File: config.mk
export PLATFORM = sky130hd
export DESIGN_NAME = mem_port_arbiter
export DESIGN_NICKNAME = d
export VERILOG_FILES = /design/src/rtl/mem_port_arbiter_pkg.sv /design/src/rtl/mem_wait_timer.sv /design/src/rtl/mem_port_arbiter.sv
export SDC_FILE = /design/constraint.sdc
export NUM_CORES = 1
export LEC_CHECK = 0
export CAP_MARGIN = 20
export CORE_MARGIN = 1
export CORE_UTILIZATION = 44
export CTS_CLUSTER_SIZE = 30
export DETAILED_ROUTE_END_ITERATION = 8
export HOLD_SLACK_MARGIN = 0.02
export PLACE_DENSITY = 0.81
export SYNTH_ARGS = -nofsm -noshare
export SYNTH_HDL_FRONTEND = slang
export SYNTH_HIERARCHICAL = 1
export SYNTH_SLANG_ARGS = --single-unit
File: constraint.sdc
create_clock -name i_clk -period 2.75 [get_ports i_clk]
set_input_delay 0.55 -clock i_clk [delete_from_list [all_inputs] [get_ports i_clk]]
set_output_delay 0.55 -clock i_clk [all_outputs]
set_load 0.03 [all_outputs]
File: src/rtl/mem_port_arbiter_pkg.sv
// Shared types and constants for the unified memory port arbiter.
package mem_port_arbiter_pkg;

    // Arbiter ownership of the memory port
    typedef enum logic [1:0] {
        ST_IDLE = 2'd0,
        ST_DACC = 2'd1,
        ST_IACC = 2'd2
    } arb_state_t;

    // Default ack watchdog length in cycles (legal range 2..255)
    localparam int TIMEOUT_DEFAULT = 16;

    // Watchdog counter width
    localparam int WDOG_W = 8;

endpackage : mem_port_arbiter_pkg

File: src/rtl/mem_wait_timer.sv
// Saturating wait counter: cleared on demand, counts enabled cycles,
// flags when the count has reached the supplied limit.
module mem_wait_timer #(
    parameter int CNT_W = 8
) (
    input  logic             i_clk,
    input  logic             i_rst_n,
    input  logic             i_clear,
    input  logic             i_enable,
    input  logic [CNT_W-1:0] i_limit,
    output logic             o_expired
);

    logic [CNT_W-1:0] r_cnt;

    // Clear has priority; counting saturates at all-ones
    always_ff @(posedge i_clk or negedge i_rst_n) begin
        if (!i_rst_n) begin
            r_cnt <= '0;
        end else if (i_clear) begin
            r_cnt <= '0;
        end else if (i_enable && (r_cnt != '1)) begin
            r_cnt <= r_cnt + 1'b1;
        end
    end

    assign o_expired = (r_cnt >= i_limit);

endmodule : mem_wait_timer

File: src/rtl/mem_port_arbiter.sv
// Arbitrates the single memory port between instruction fetch and data
// access. Data has fixed priority; each access is a req/ack handshake
// guarded by a watchdog. A completed access spends one cycle in its
// access state with o_mem_req low (the valid-pulse cycle) before IDLE.
module mem_port_arbiter
    import mem_port_arbiter_pkg::*;
#(
    parameter int ADDR_W  = 32,
    parameter int DATA_W  = 32,
    parameter int TIMEOUT = TIMEOUT_DEFAULT
) (
    input  logic              i_clk,
    input  logic              i_rst_n,
    input  logic              i_if_req,
    input  logic [ADDR_W-1:0] i_if_addr,
    input  logic              i_flush_if,
    output logic              o_if_valid,
    output logic [DATA_W-1:0] o_if_rdata,
    input  logic              i_d_req,
    input  logic              i_d_we,
    input  logic [ADDR_W-1:0] i_d_addr,
    input  logic [DATA_W-1:0] i_d_wdata,
    output logic              o_d_valid,
    output logic [DATA_W-1:0] o_d_rdata,
    output logic              o_mem_req,
    output logic              o_mem_we,
    output logic [ADDR_W-1:0] o_mem_addr,
    output logic [DATA_W-1:0] o_mem_wdata,
    input  logic              i_mem_ack,
    input  logic [DATA_W-1:0] i_mem_rdata,
    output logic              o_stall_if,
    output logic              o_stall_mem,
    output logic              o_timeout
);

    localparam logic [WDOG_W-1:0] LP_WDOG_LIMIT = WDOG_W'(TIMEOUT - 1);

    arb_state_t r_state;
    logic       r_drop;

    logic w_grant;
    logic w_timer_en;
    logic w_expired;
    logic w_drop;

    assign w_grant    = (r_state == ST_IDLE) &&
                        (i_d_req || (i_if_req && !i_flush_if));
    assign w_timer_en = o_mem_req && !i_mem_ack;
    // A flush in the ack/abort cycle itself also suppresses the fetch result
    assign w_drop     = r_drop || i_flush_if;

    assign o_stall_if  = i_if_req && !o_if_valid;
    assign o_stall_mem = i_d_req && !o_d_valid;

    mem_wait_timer #(
        .CNT_W (WDOG_W)
    ) u_wdog (
        .i_clk     (i_clk),
        .i_rst_n   (i_rst_n),
        .i_clear   (w_grant),
        .i_enable  (w_timer_en),
        .i_limit   (LP_WDOG_LIMIT),
        .o_expired (w_expired)
    );

    // Grant, hold request until ack/abort, then pulse the owner's valid
    always_ff @(posedge i_clk or negedge i_rst_n) begin
        if (!i_rst_n) begin
            r_state     <= ST_IDLE;
            r_drop      <= 1'b0;
            o_mem_req   <= 1'b0;
            o_mem_we    <= 1'b0;
            o_mem_addr  <= '0;
            o_mem_wdata <= '0;
            o_if_valid  <= 1'b0;
            o_if_rdata  <= '0;
            o_d_valid   <= 1'b0;
            o_d_rdata   <= '0;
            o_timeout   <= 1'b0;
        end else begin
            o_if_valid <= 1'b0;
            o_d_valid  <= 1'b0;
            o_timeout  <= 1'b0;
            case (r_state)
                ST_IDLE: begin
                    r_drop <= 1'b0;
                    if (i_d_req) begin
                        r_state     <= ST_DACC;
                        o_mem_req   <= 1'b1;
                        o_mem_we    <= i_d_we;
                        o_mem_addr  <= i_d_addr;
                        o_mem_wdata <= i_d_wdata;
                    end else if (i_if_req && !i_flush_if) begin
                        r_state    <= ST_IACC;
                        o_mem_req  <= 1'b1;
                        o_mem_we   <= 1'b0;
                        o_mem_addr <= i_if_addr;
                    end
                end
                ST_DACC: begin
                    if (o_mem_req) begin
                        if (i_mem_ack) begin
                            o_mem_req <= 1'b0;
                            o_d_valid <= 1'b1;
                            o_d_rdata <= o_mem_we ? '0 : i_mem_rdata;
                        end else if (w_expired) begin
                            o_mem_req <= 1'b0;
                            o_timeout <= 1'b1;
                            o_d_valid <= 1'b1;
                            o_d_rdata <= '0;
                        end
                    end else begin
                        r_state <= ST_IDLE;
                    end
                end
                ST_IACC: begin
                    if (o_mem_req) begin
                        if (i_flush_if) begin
                            r_drop <= 1'b1;
                        end
                        if (i_mem_ack) begin
                            o_mem_req <= 1'b0;
                            if (!w_drop) begin
                                o_if_valid <= 1'b1;
                                o_if_rdata <= i_mem_rdata;
                            end
                        end else if (w_expired) begin
                            o_mem_req <= 1'b0;
                            o_timeout <= 1'b1;
                            if (!w_drop) begin
                                o_if_valid <= 1'b1;
                                o_if_rdata <= '0;
                            end
                        end
                    end else begin
                        r_state <= ST_IDLE;
                        r_drop  <= 1'b0;
                    end
                end
                default: begin
                    r_state   <= ST_IDLE;
                    o_mem_req <= 1'b0;
                end
            endcase
        end
    end

endmodule : mem_port_arbiter

# Word-level counts from Yosys, hierarchy flattened
# Cells that the tools add are included.
# word_totals
reg_bits,144
in_bits,135
output_inout_bits,135
# op_classes
addsub,1
magnitude_cmp,1
eq_ne,6
n_mux,38
bitwise_logic,1
n_reduce_logical,24
# op_table
operator,count
two-way mux 32 bit,9
two-way mux 1 bit,21
two-way mux 8 bit,2
adder 8 x 1 -> 8 bit (second input constant),1
greater-or-equal comparator 8 x 4 -> 1 bit (second input constant),1
inequality test 8 bit (second input constant),1
AND reduction 2 bit,4
nonzero test 2 bit,4
logical AND 1 bit,6
two-way mux 2 bit,3
zero test 1 bit,4
case mux 1 bit (2 select lines),2
case mux 2 bit (2 select lines),1
AND reduction 4 bit,1
inequality test 3 x 2 -> 1 bit (second input constant),1
inequality test 3 bit (second input constant),1
AND reduction 3 bit,1
== test 2 x 1 -> 1 bit (second input constant),1
== test 2 bit (second input constant),1
zero test 2 bit,1
logical OR 1 bit,2
inequality test 2 bit (second input constant),1
OR reduction 2 bit,1
NOT 1 bit,1

# Longest topological paths before layout
# logic_depth
depth_word,6
mapped_depth,10
ltp_nobuf,8

# Cells and area by module
# The synthesis kept the hierarchy.
# modules_own_cells
mod,instances,cells_each,area_per_inst_um2,seq_area_each_um2
mem_port_arbiter,1,489,6159.7,3403.3
mem_wait_timer,1,70,664.4,200.2

# Worst setup path before layout
# Ideal clock, no wire load.
# synth_path
path_type,reg2reg
from,register u_wdog.r_cnt[6]
to,register o_d_rdata[16]
setup_ps,133
arrival_time_ps,1987
path_slack_ps,630
path_stages_with_launch,10
n_path_buf,2
cell_sequence,dfrtp_1 > ha_1 > and3_1 > nand3_1 > o31ai_1 > o211ai_1 > buf_2 > buf_2 > nand2_1 > o21ai_0
# synth_via
elab_chain_cells,3
# synth_rtl
element,line,source
from (decl),mem_wait_timer.sv:14,logic [CNT_W-1:0] r_cnt;
from (signal assigned),mem_wait_timer.sv:23,r_cnt <= r_cnt + 1'b1;
greater-or-equal comparator 8 x 4 -> 1 bit,mem_wait_timer.sv:27,assign o_expired = (r_cnt >= i_limit);
via w_expired,mem_port_arbiter.sv:43,logic w_expired;
nonzero test 2 bit (no source line),n/a,
AND reduction 3 bit (no source line),n/a,
to (signal assigned),mem_port_arbiter.sv:105,o_d_rdata <= o_mem_we ? '0 : i_mem_rdata;
to (decl),mem_port_arbiter.sv:24,"output logic [DATA_W-1:0] o_d_rdata,"
# The timed path passes the listed nets, and every way through them passes these cells.
# A chain may end at the register's enable or synchronous reset.

# Worst setup path in the final report
# layout_path
from,register u_wdog.r_cnt[7]
to,register o_d_rdata[11]
# The elaborated chain is that of the path after synthesis.

==> results.yml <==
status:
  outcome: "completed"
sta:
  grt_setup_unrepaired: "no"
  finalSetupViolations: 0
  tightest_slew_ps: 667
  hold_ws_ps: 108
  drv_slew: 0
  fin_tns_setup_ps: 0
  fin_worst_skew_ps: 12.5
  period_share_pct: 91.9
  setup_ws_ps: 223
  finalHoldViolCount: 0
  finalCriticalPeriod_ps: 2530
  fmax_ghz: 0.396
  slew_headroom_pct: 55.1
detailed_routing:
  firstDrtPassIters: 4
  wirelength_mm: 18.2
  ant_nets: 0
  viasPerCell: 4.99
  routedWlPerCell_microns: 17.6
  drcViolationCount: 0
  drt-initial-drc-count: 169
  num_vias: 5151
layout:
  multi_input_area_sq_um: 2810
  drive_above_1_share_pct: 17.0
  finalNetCount: 980
  insertedDiodeCount: 0
  nFillCells: 1081
  register_area_sq_um: 3600
  syn2layout_area_growth_pct: 50.7
placement:
  post-place-ws_ps: 179
  hpwl_mm: 13.2
  portBuffers: 269
  place_congestion: 0.831
die:
  fp.dieW_microns: 127
  die_h_microns: 127
  start_util_pct: 45.1
  dieArea_sq_um: 16000
  ios: 270
  core-area_sq_um: 15100
  num_rows: 45
worst_hold_path:
  hold_class: "in2async"
critical_path:
  worst_ep_required_time_ps: 3030
  r2r_cells: 8
  worstPathArrival_ps: 2800
  crit_fanout: 65
  worst_r2r_startpoint: "u_wdog/r_cnt[7]$_DFFE_PN0P_"
  path_class: "reg2reg"
  end_kind: "flip-flop"
  r2r_end: "o_d_rdata[11]$_DFFE_PN0P_"
  startpoint_type: "flip-flop"
  r2r_setup_slack_ps: 220
global_route:
  grt_pass1_vias: 5353
  grt_pass1_wl_mm: 28.0
  grt.total_usage_pct: 23.1
  grt_max_degree: 66
  overflow: 0
  antenna_found_initial: 0
clocking:
  numCtsBuffers: 17
  cts_buffer_depth: 2
  clk_pin_slew_worst_paths_ps: 60
  post_cts_buffers: 0
  cts_tree: "done"
  insertion_delay_ps: 420
  clk_root_buffer_cell: "clkbuf_16"
  htree_levels: 4
  cts_sinks: 144
  holdBufCountCts: 0
logic_synthesis:
  yosysTopAreaCellShare_pct: 52.8
  avgSynthCellArea_sq_um: 12.2
  postSynthCellCount: 559
  yosysUniqueCellTypes: 45
  synth.cell_area_sq_um: 6820
  yosysTopAreaCell: "dfrtp_1"
  yosysWarnings: 6
  ys_ff_latch: 144
  synth_area_leaders: "dfrtp_1, mux2_4, mux2_2"
  ys_seq_area_share_pct: 52.8
power_and_ir_drop:
  leakagePower_nw: 4.88
  ir_drop_v: 0.000593
  p_per_area_nw_per_um2: 1170
job:
  maxCapViolCount: 0
[state kept, by name, summed over array words and instances, names as in the netlist]
signal	flops
r_state	2
o_timeout	1
o_mem_we	1
o_d_rdata	32
o_if_valid	1
u_wdog/r_cnt	8
o_mem_req	1
o_if_rdata	32
r_drop	1
o_mem_wdata	32
o_mem_addr	32
o_d_valid	1
[cells in the mapped netlist, drive strengths merged]
cell     instances
a211oi           3
a21boi           1
a21o             2
a21oi            5
a221oi           1
a311oi           2
a31oi            2
a32o             2
a41oi            1
and3             1
and4             2
buf             24
clkbuf           7
conb             2
dfrtp          144
ha              13
inv             48
mux2            98
mux2i           33
nand2          100
nand2b           4
nand3            3
nand4            2
nor2             6
nor2b            6
nor3             2
nor3b            2
nor4b            1
o2111ai          1
o211ai           2
o21ai           35
o21bai           1
o31ai            1
or3b             1
or4              1
[worst max-delay path, stage by stage (launching register included)]
cell and delay (ps):
dfrtp_1 490, ha_1 350, and3_1 170, nand3_1 80
o31ai_1 560, o211ai_1 230, buf_6 270, nand2_1 110
o21ai_0 100
[placed cells by master, fill, tap and decap left out, types with 3 or more instances in the layout]
cell type,count
mux2i_1,33
buf_4,5
mux2_1,4
mux2_4,57
clkinv_2,3
a211oi_1,3
clkbuf_16,17
ha_1,13
buf_12,4
o21ai_0,24
nor2b_1,4
dfrtp_1,144
a21oi_1,5
conb_1,8
clkdlybuf4s50_1,267
o21ai_1,10
inv_1,47
mux2_2,37
nand3_1,3
bufinv_16,4
nor2_1,6
nand2b_1,4
nand2_1,99
[power by group]
part | total (mW) | internal (mW) | switching, mW
Clock | 2.44 | 1.54 | 0.891
Sequential | 3.62 | 3.05 | 0.570
Combinational | 5.98 | 2.72 | 3.26
Total | 12.0 | 7.31 | 4.72
[timing repair]
action	4_1_cts	5_1_grt
hold endpoints to repair	0	0
setup endpoints to repair	0	11
resized for setup	0	1
[worst max path at each step]
stage,to,slack (ps),cells after the start,from
floorplan,o_d_rdata[16]$_DFFE_PN0P_,630,9,u_wdog/r_cnt[6]$_DFFE_PN0P_
global placement,o_d_rdata[10]$_DFFE_PN0P_,320,7,u_wdog/r_cnt[7]$_DFFE_PN0P_
detailed placement,o_d_rdata[11]$_DFFE_PN0P_,180,7,u_wdog/r_cnt[7]$_DFFE_PN0P_
CTS,o_d_rdata[11]$_DFFE_PN0P_,160,7,u_wdog/r_cnt[7]$_DFFE_PN0P_
global route,o_d_rdata[24]$_DFFE_PN0P_,50,8,u_wdog/r_cnt[7]$_DFFE_PN0P_
finish,o_d_rdata[11]$_DFFE_PN0P_,220,8,u_wdog/r_cnt[7]$_DFFE_PN0P_
[metal layers]
layer	share of wire, %	global-route usage (%)	up-vias
met2	49	39.9	233
met5	0	0	-
met4	2.4	8.79	0
li1	-	-	2415
met3	9.6	9.03	37
met1	39	25.8	2466
[stage by stage]
step                      cells  util, %  cell area [sq um]  power, mW
after floorplan             565        -               6850       7.09
after global placement     1001     63.7               9650       9.45
after detailed placement   1001     63.7               9650       9.62
after CTS                  1033     67.9              10300       12.1
after global routing       1033     67.9              10300       12.6
final                      1033     67.9              10300       12.0
[area by class of cell]
cell class | instances | area share [%]
flip-flops and latches | 144 | 35.0
repair buffers | 279 | 27.4
multi-input cells | 342 | 27.4
clock buffers | 19 | 4.31
well taps | 188 | 2.29
clock inverters | 13 | 1.80
inverters | 48 | 1.78
[kinds of logic (layout without fill, tap and decap cells)]
logic type	after synthesis	after routing	synth area share, %
and+or+nand+nor	131	131	8.38
buffers and inverters	79	359	6.33
other	2	8	0.110
AOI/OAI and AO/OA	59	59	5.85
muxes	131	131	24.1
DFF	144	144	52.8
adders and majority gates	13	13	2.38
(Power assumes the default switching activity.)
